[src/rtl/shift_pkg.sv]
// Shared definitions for the serial shift unit: operation codes, the FSM
// state encoding and a helper that classifies which op codes actually shift.
// Optional build macro used by the shift unit: FAST_SHIFT_EN.
package shift_pkg;

  localparam logic [2:0] OP_NOP  = 3'b000;
  localparam logic [2:0] OP_LOAD = 3'b001;
  localparam logic [2:0] OP_SLL  = 3'b010;
  localparam logic [2:0] OP_SRL  = 3'b011;
  localparam logic [2:0] OP_SRA  = 3'b100;
  localparam logic [2:0] OP_ROR  = 3'b101;
  localparam logic [2:0] OP_ROL  = 3'b110;

  typedef enum logic [1:0] {
    ST_IDLE  = 2'd0,
    ST_SHIFT = 2'd1,
    ST_DONE  = 2'd2
  } state_t;

  // NOP, LOAD and the reserved code never move bits, so they skip the shift loop
  function automatic logic is_shift_op(input logic [2:0] op);
    return (op == OP_SLL) || (op == OP_SRL) || (op == OP_SRA) ||
           (op == OP_ROR) || (op == OP_ROL);
  endfunction

endpackage

[src/rtl/shift_unit_seq_step.sv]
// shift_step: combinational single-bit shift/rotate of a WIDTH-bit word.
// Ports:
//   op   - operation code (shift_pkg OP_*); non-shift codes pass din through
//   din  - word before the step
//   dout - word after one bit of the selected shift/rotate
module shift_step
  import shift_pkg::*;
#(
  parameter int WIDTH = 32
) (
  input  logic [2:0]       op,
  input  logic [WIDTH-1:0] din,
  output logic [WIDTH-1:0] dout
);

  // One bit of movement per op; SRA replicates the sign bit, rotates wrap
  always_comb begin
    dout = din;
    case (op)
      OP_SLL:  dout = {din[WIDTH-2:0], 1'b0};
      OP_SRL:  dout = {1'b0, din[WIDTH-1:1]};
      OP_SRA:  dout = {din[WIDTH-1], din[WIDTH-1:1]};
      OP_ROR:  dout = {din[0], din[WIDTH-1:1]};
      OP_ROL:  dout = {din[WIDTH-2:0], din[WIDTH-1]};
      default: dout = din;
    endcase
  end

endmodule

[src/rtl/shift_unit_seq.sv]
// shift_unit_seq: multicycle shifter fed by the shamt select mux. A start
// pulse in IDLE captures op/shamt/data_in; shift ops then move one bit per
// cycle and the final word is committed to data_out together with done.
// Build option FAST_SHIFT_EN: replaces the serial loop with an unrolled
// barrel of shift_step stages so every op completes in one cycle.
// Ports:
//   clk      - system clock, rising edge
//   reset    - asynchronous active-high reset
//   start    - one-cycle launch pulse (ignored unless IDLE)
//   op       - operation code, sampled on start
//   shamt    - shift amount, sampled on start
//   data_in  - operand, sampled on start
//   busy     - high while the serial shift loop is running
//   done     - one-cycle pulse when data_out holds the new result
//   data_out - result, held until the next operation completes
module shift_unit_seq
  import shift_pkg::*;
#(
  parameter int WIDTH   = 32,
  parameter int SHAMT_W = 5
) (
  input  logic               clk,
  input  logic               reset,
  input  logic               start,
  input  logic [2:0]         op,
  input  logic [SHAMT_W-1:0] shamt,
  input  logic [WIDTH-1:0]   data_in,
  output logic               busy,
  output logic               done,
  output logic [WIDTH-1:0]   data_out
);

  state_t           state_q, state_d;
  logic             commit;
  logic [WIDTH-1:0] commit_val;

`ifdef FAST_SHIFT_EN
  // Stage i holds data_in shifted by i bits; shamt then picks the stage
  logic [WIDTH-1:0] stage [0:WIDTH-1];

  assign stage[0] = data_in;

  for (genvar i = 0; i < WIDTH - 1; i++) begin : g_barrel
    shift_step #(.WIDTH(WIDTH)) u_step (
      .op  (op),
      .din (stage[i]),
      .dout(stage[i+1])
    );
  end

  // Every launch finishes in a single cycle; NOP and reserved leave data_out alone
  always_comb begin
    state_d    = state_q;
    commit     = 1'b0;
    commit_val = data_out;
    case (state_q)
      ST_IDLE: begin
        if (start) begin
          state_d = ST_DONE;
          if (op == OP_LOAD) begin
            commit     = 1'b1;
            commit_val = data_in;
          end else if (is_shift_op(op)) begin
            commit     = 1'b1;
            commit_val = stage[shamt];
          end
        end
      end
      ST_DONE: state_d = ST_IDLE;
      default: state_d = ST_IDLE;
    endcase
  end

  // State register and result commit
  always_ff @(posedge clk or posedge reset) begin
    if (reset) begin
      state_q  <= ST_IDLE;
      data_out <= '0;
    end else begin
      state_q <= state_d;
      if (commit) data_out <= commit_val;
    end
  end
`else
  logic [WIDTH-1:0]   work_q, work_d;
  logic [SHAMT_W-1:0] count_q, count_d;
  logic [2:0]         op_q, op_d;
  logic [WIDTH-1:0]   step_out;

  shift_step #(.WIDTH(WIDTH)) u_step (
    .op  (op_q),
    .din (work_q),
    .dout(step_out)
  );

  // Next-state logic. The result is committed on the edge that enters DONE,
  // so data_out changes exactly when done rises and never shows partial shifts.
  always_comb begin
    state_d    = state_q;
    work_d     = work_q;
    count_d    = count_q;
    op_d       = op_q;
    commit     = 1'b0;
    commit_val = data_out;
    case (state_q)
      ST_IDLE: begin
        if (start) begin
          work_d  = data_in;
          count_d = shamt;
          op_d    = op;
          if (!is_shift_op(op)) begin
            state_d = ST_DONE;
            if (op == OP_LOAD) begin
              commit     = 1'b1;
              commit_val = data_in;
            end
          end else if (shamt == '0) begin
            state_d    = ST_DONE;
            commit     = 1'b1;
            commit_val = data_in;
          end else begin
            state_d = ST_SHIFT;
          end
        end
      end
      ST_SHIFT: begin
        work_d  = step_out;
        count_d = count_q - SHAMT_W'(1);
        if (count_q == SHAMT_W'(1)) begin
          state_d    = ST_DONE;
          commit     = 1'b1;
          commit_val = step_out;
        end
      end
      ST_DONE: state_d = ST_IDLE;
      default: state_d = ST_IDLE;
    endcase
  end

  // State, working register, step counter and result commit
  always_ff @(posedge clk or posedge reset) begin
    if (reset) begin
      state_q  <= ST_IDLE;
      work_q   <= '0;
      count_q  <= '0;
      op_q     <= OP_NOP;
      data_out <= '0;
    end else begin
      state_q <= state_d;
      work_q  <= work_d;
      count_q <= count_d;
      op_q    <= op_d;
      if (commit) data_out <= commit_val;
    end
  end
`endif

  assign busy = (state_q == ST_SHIFT);
  assign done = (state_q == ST_DONE);

endmodule

[config.mk]
export PLATFORM = sky130hd
export DESIGN_NAME = shift_unit_seq
export DESIGN_NICKNAME = d
export VERILOG_FILES = /design/src/rtl/shift_pkg.sv /design/src/rtl/shift_unit_seq_step.sv /design/src/rtl/shift_unit_seq.sv
export SDC_FILE = /design/constraint.sdc
export NUM_CORES = 1
export LEC_CHECK = 0
export BUFFER_PORTS_ARGS = -buffer_cell sky130_fd_sc_hd__buf_2
export CORE_AREA = 2 2 90 92
export DETAILED_ROUTE_END_ITERATION = 7
export DIE_AREA = 0 0 92 94
export PLACE_DENSITY_LB_ADDON = 0.12
export SETUP_SLACK_MARGIN = 0.5
export SYNTH_ARGS = -nofsm -noshare
export SYNTH_HDL_FRONTEND = slang
export SYNTH_SLANG_ARGS = --single-unit
[constraint.sdc]
create_clock -name clk -period 2.2 [get_ports clk]
set_input_delay 0 -clock clk [delete_from_list [all_inputs] [get_ports clk]]
set_output_delay 0 -clock clk [all_outputs]
set_load 0.03 [all_outputs]
==> results.sh <==
export IMPL_cts_sinks=74
export IMPL_rsz0062_at_grt="true"
export IMPL_cts_clk_slew_worst_paths_ps=80
export IMPL_power_frac_comb_pct=59.9
export IMPL_nNetsFinal=543
export IMPL_fill_cells=599
export IMPL_core_area_um2=7607
export IMPL_grt_pass1_vias=3483
export IMPL_cts_tree="yes"
export IMPL_clock_skew_ps=10.67
export IMPL_final_max_slew_viol_count=0
export IMPL_ios=77
export IMPL_grt_max_degree=39
export IMPL_avgRoutedWirePerCell_um=17.81
export IMPL_clkLatencyLatePin_ps=340
export IMPL_drtAntennaViolNets=0
export IMPL_timing_fmax_mhz=532.7
export IMPL_synth_edf_count=0
export IMPL_avgSynthCellArea_um2=10.34
export IMPL_critical_path_class="reg2reg"
export IMPL_route_detailed_drc=0
export IMPL_routed_wl_met2_um=5231
export IMPL_grt_usage_pct=25.08
export IMPL_end_kind="flop"
export IMPL_synth_cells=403
export IMPL_slew_limit_headroom_pct=44.78
export IMPL_tightestPinTransition_ps=826.6
export IMPL_synth_flop_cell="dfrtp_1"
export IMPL_seqPwrFrac_pct=27.8
export IMPL_ys_ff_latch=74
export IMPL_viasPerCell=6.035
export IMPL_areaGrowthSynthToFinish_pct=28.39
export IMPL_dp_hpwl_um=6588
export IMPL_status="completed"
export IMPL_p_total_uw=9588
export IMPL_vias=3651
export IMPL_synth_warnings=0
export IMPL_peakVddDrop_mv=0.8586
export IMPL_antenna_found_initial=0
export IMPL_min_path_cells=3
export IMPL_drtIter0Drc=222
export IMPL_yosysSeqAreaShare_pct=44.46
export IMPL_synth_cell_type_count=40
export IMPL_cts_buffers=9
export IMPL_drive_above_1_share_pct=35.98
export IMPL_crit_path_cell_trace="and3b_2 -> a21o_4 -> buf_6 -> a221o_1 -> o21a_1 -> mux2_4"
export IMPL_p_int_uw=5502
export IMPL_start_kind="flop"
export IMPL_crit_slowest_cell="dfrtp_2"
export IMPL_hold_path_class="in2reg"
export IMPL_finalSetupViolations=0
export IMPL_r2r_cells=6
export IMPL_grt_first_pass_wirelength_um=17350
export IMPL_fin_setup_tns_ps=0
export IMPL_initial_utilization_pct=54.75
export IMPL_cap_viol_max_count=0
export IMPL_min_period_ps=1877
export IMPL_p_per_area_nw_per_um2=1793
export IMPL_htree_levels=3
export IMPL_wl_met3_um=496
export IMPL_instances_no_fill=605
export IMPL_critical_path_depth=6
export IMPL_drtPass1Iterations=5
export IMPL_crit_required_ps=2420
export IMPL_grt_overflow=0
export IMPL_cp_max_fo=8
export IMPL_swShare_pct=42.62
export IMPL_async_reset_ff_share_pct=100.0
export IMPL_drt_wl_total_um=10770
export IMPL_numPlacedInstances=565
export IMPL_finalHoldViolations=0
export IMPL_slowest_delay_ps=450
export IMPL_pwr_share_clk_pct=12.3
export IMPL_routed_top_layer="met4"
export IMPL_portBuffers=76
export IMPL_switchingPower_uw=4087
export IMPL_cellLeakagePower_uw=0.002520
export IMPL_rows=32
export IMPL_cp_data_arrival_time_ps=2090
export IMPL_die_x_um=92
export IMPL_die_h_um=94
export IMPL_synth_cell_area_um2=4165
export IMPL_gp_congestion=0.8083
export IMPL_cts_root_buf="clkbuf_8"
export IMPL_num_antenna_cells=0
export IMPL_post_route_period_util_pct=85.33
export IMPL_clockBufferDepth=2
export IMPL_design_die_area_um2=8648
export IMPL_wl_met1_um=5005
export IMPL_path_delay_family="compound AO/OA/AOI/OAI gates"
export IMPL_path_buf_inv=1
export IMPL_synth_nets=448
## logic make-up after synthesis
family / count (synthesis) / synth area share, %
adders and majority gates: 2 / 0.6007
buffers and inverters: 46 / 4.956
and+or+nand+nor: 62 / 6.519
muxes: 36 / 10.39
DFF: 74 / 44.46
AOI/OAI and AO/OA: 183 / 33.07
## sequential cells by signal (all words and copies together), names as in the netlist
register	cells
data_out	32
work_q	32
count_q	5
op_q	3
state_q	2
## cells in the mapped netlist (2+ instances only)
cell      instances  area share [%]
o22a_1            2            0.42
a21o_1           31             5.6
nand2b_1          3            0.45
mux2_4            8             2.9
dfrtp_1          74              44
ha_1              2            0.60
a221o_1          30             7.2
mux2i_1           2            0.48
o22ai_1           3            0.45
inv_1             9            0.81
buf_6             3            0.81
nand3_1           5            0.60
o21ai_0           5            0.60
o21ai_1           2            0.24
mux2_2           24             6.5
a211oi_1          2            0.36
nor2_1           38             3.4
nand2_1           8            0.72
and3_1            2            0.30
mux2_1            2            0.54
buf_2             9             1.1
a22o_1           30             6.3
a21oi_1          40             4.8
clkbuf_1         23             2.1
o21a_1           31             5.6
## power groups by stage
| stage | clock [µW] | sequential, µW | combinational [µW] |
|---|---|---|---|
| after floorplan | 0 | 3160 | 3470 |
| after global placement | 0 | 2650 | 5090 |
| after detailed placement | 0 | 2670 | 5160 |
| after CTS | 1200 | 2640 | 5610 |
| after global routing | 1260 | 2770 | 6180 |
| final | 1180 | 2670 | 5740 |
## per-stage QoR
stage                     cell area (µm²)  hold WS [ps]  setup WS, ps  util (%)
after floorplan                      4272         116.8         407.3         -
after global placement               4772         195.3         214.8     62.73
after detailed placement             4772         203.5         178.2     62.73
after CTS                            5295         1.578         351.4     69.61
after global routing                 5348         11.14         290.5     70.30
final                                5348         15.04         322.6     70.30
## final cells by class
| class | count | area, µm² | area share (%) |
|---|---|---|---|
| sequential | 74 | 1853 | 34.65 |
| multi-input combinational | 283 | 2237 | 41.83 |
| clock buffer | 11 | 141.4 | 2.644 |
| timing repair buffer | 120 | 869.6 | 16.26 |
| clock inverter | 5 | 77.57 | 1.451 |
| tap | 102 | 127.6 | 2.387 |
| inverter | 10 | 41.29 | 0.7721 |
## layer usage
| layer | vias to the layer above | GRT usage (%) |
|---|---|---|
| li1 | 1708 | - |
| met1 | 1837 | 35.30 |
| met2 | 102 | 41.42 |
| met3 | 4 | 4.254 |
| met4 | 0 | 4.726 |
| met5 | - | 0 |
## worst min-delay path: cells and delay by family
family | cells | cell delay, ps
buffers and inverters | 1 | 90
AO/OA/AOI/OAI | 1 | 110
multiplexers | 1 | 130
## path summary, 6_finish.rpt
check,from,to,slack [ps]
setup / recovery,op_q[1],data_out[12],320
hold / removal,data_in[3],data_out[3],20
setup reg to reg,op_q[1],data_out[12],320
hold reg to reg,count_q[4],count_q[4],500
max in group asynchronous,reset,data_out[1],1180
min in group asynchronous,reset,count_q[2],360
## timing repair
item,CTS,global route
endpoints found under the setup margin,61,62
hold endpoints to repair,40,0
resized for setup,21,9
cloned,4,2
hold buffers,5,0
buffers inserted,12,1
pin swaps,29,6
## cells in the final DEF (no fill, tap or decap), types with 3 or more instances in the layout
cell	synthesis	layout
buf_2	9	76
dfrtp_1	74	73
a21oi_1	40	40
nor2_1	38	37
o21a_1	31	31
a21o_1	31	30
a221o_1	30	30
a22o_1	30	30
mux2_4	8	24
buf_4	0	23
mux2_2	24	10
clkbuf_8	0	10
buf_6	3	9
inv_1	9	7
nand2_1	8	7
nand3_1	5	5
o21ai_0	5	5
dlygate4sd3_1	0	5
buf_12	0	4
o22ai_1	3	3
Power figures use the tool's default switching activity.
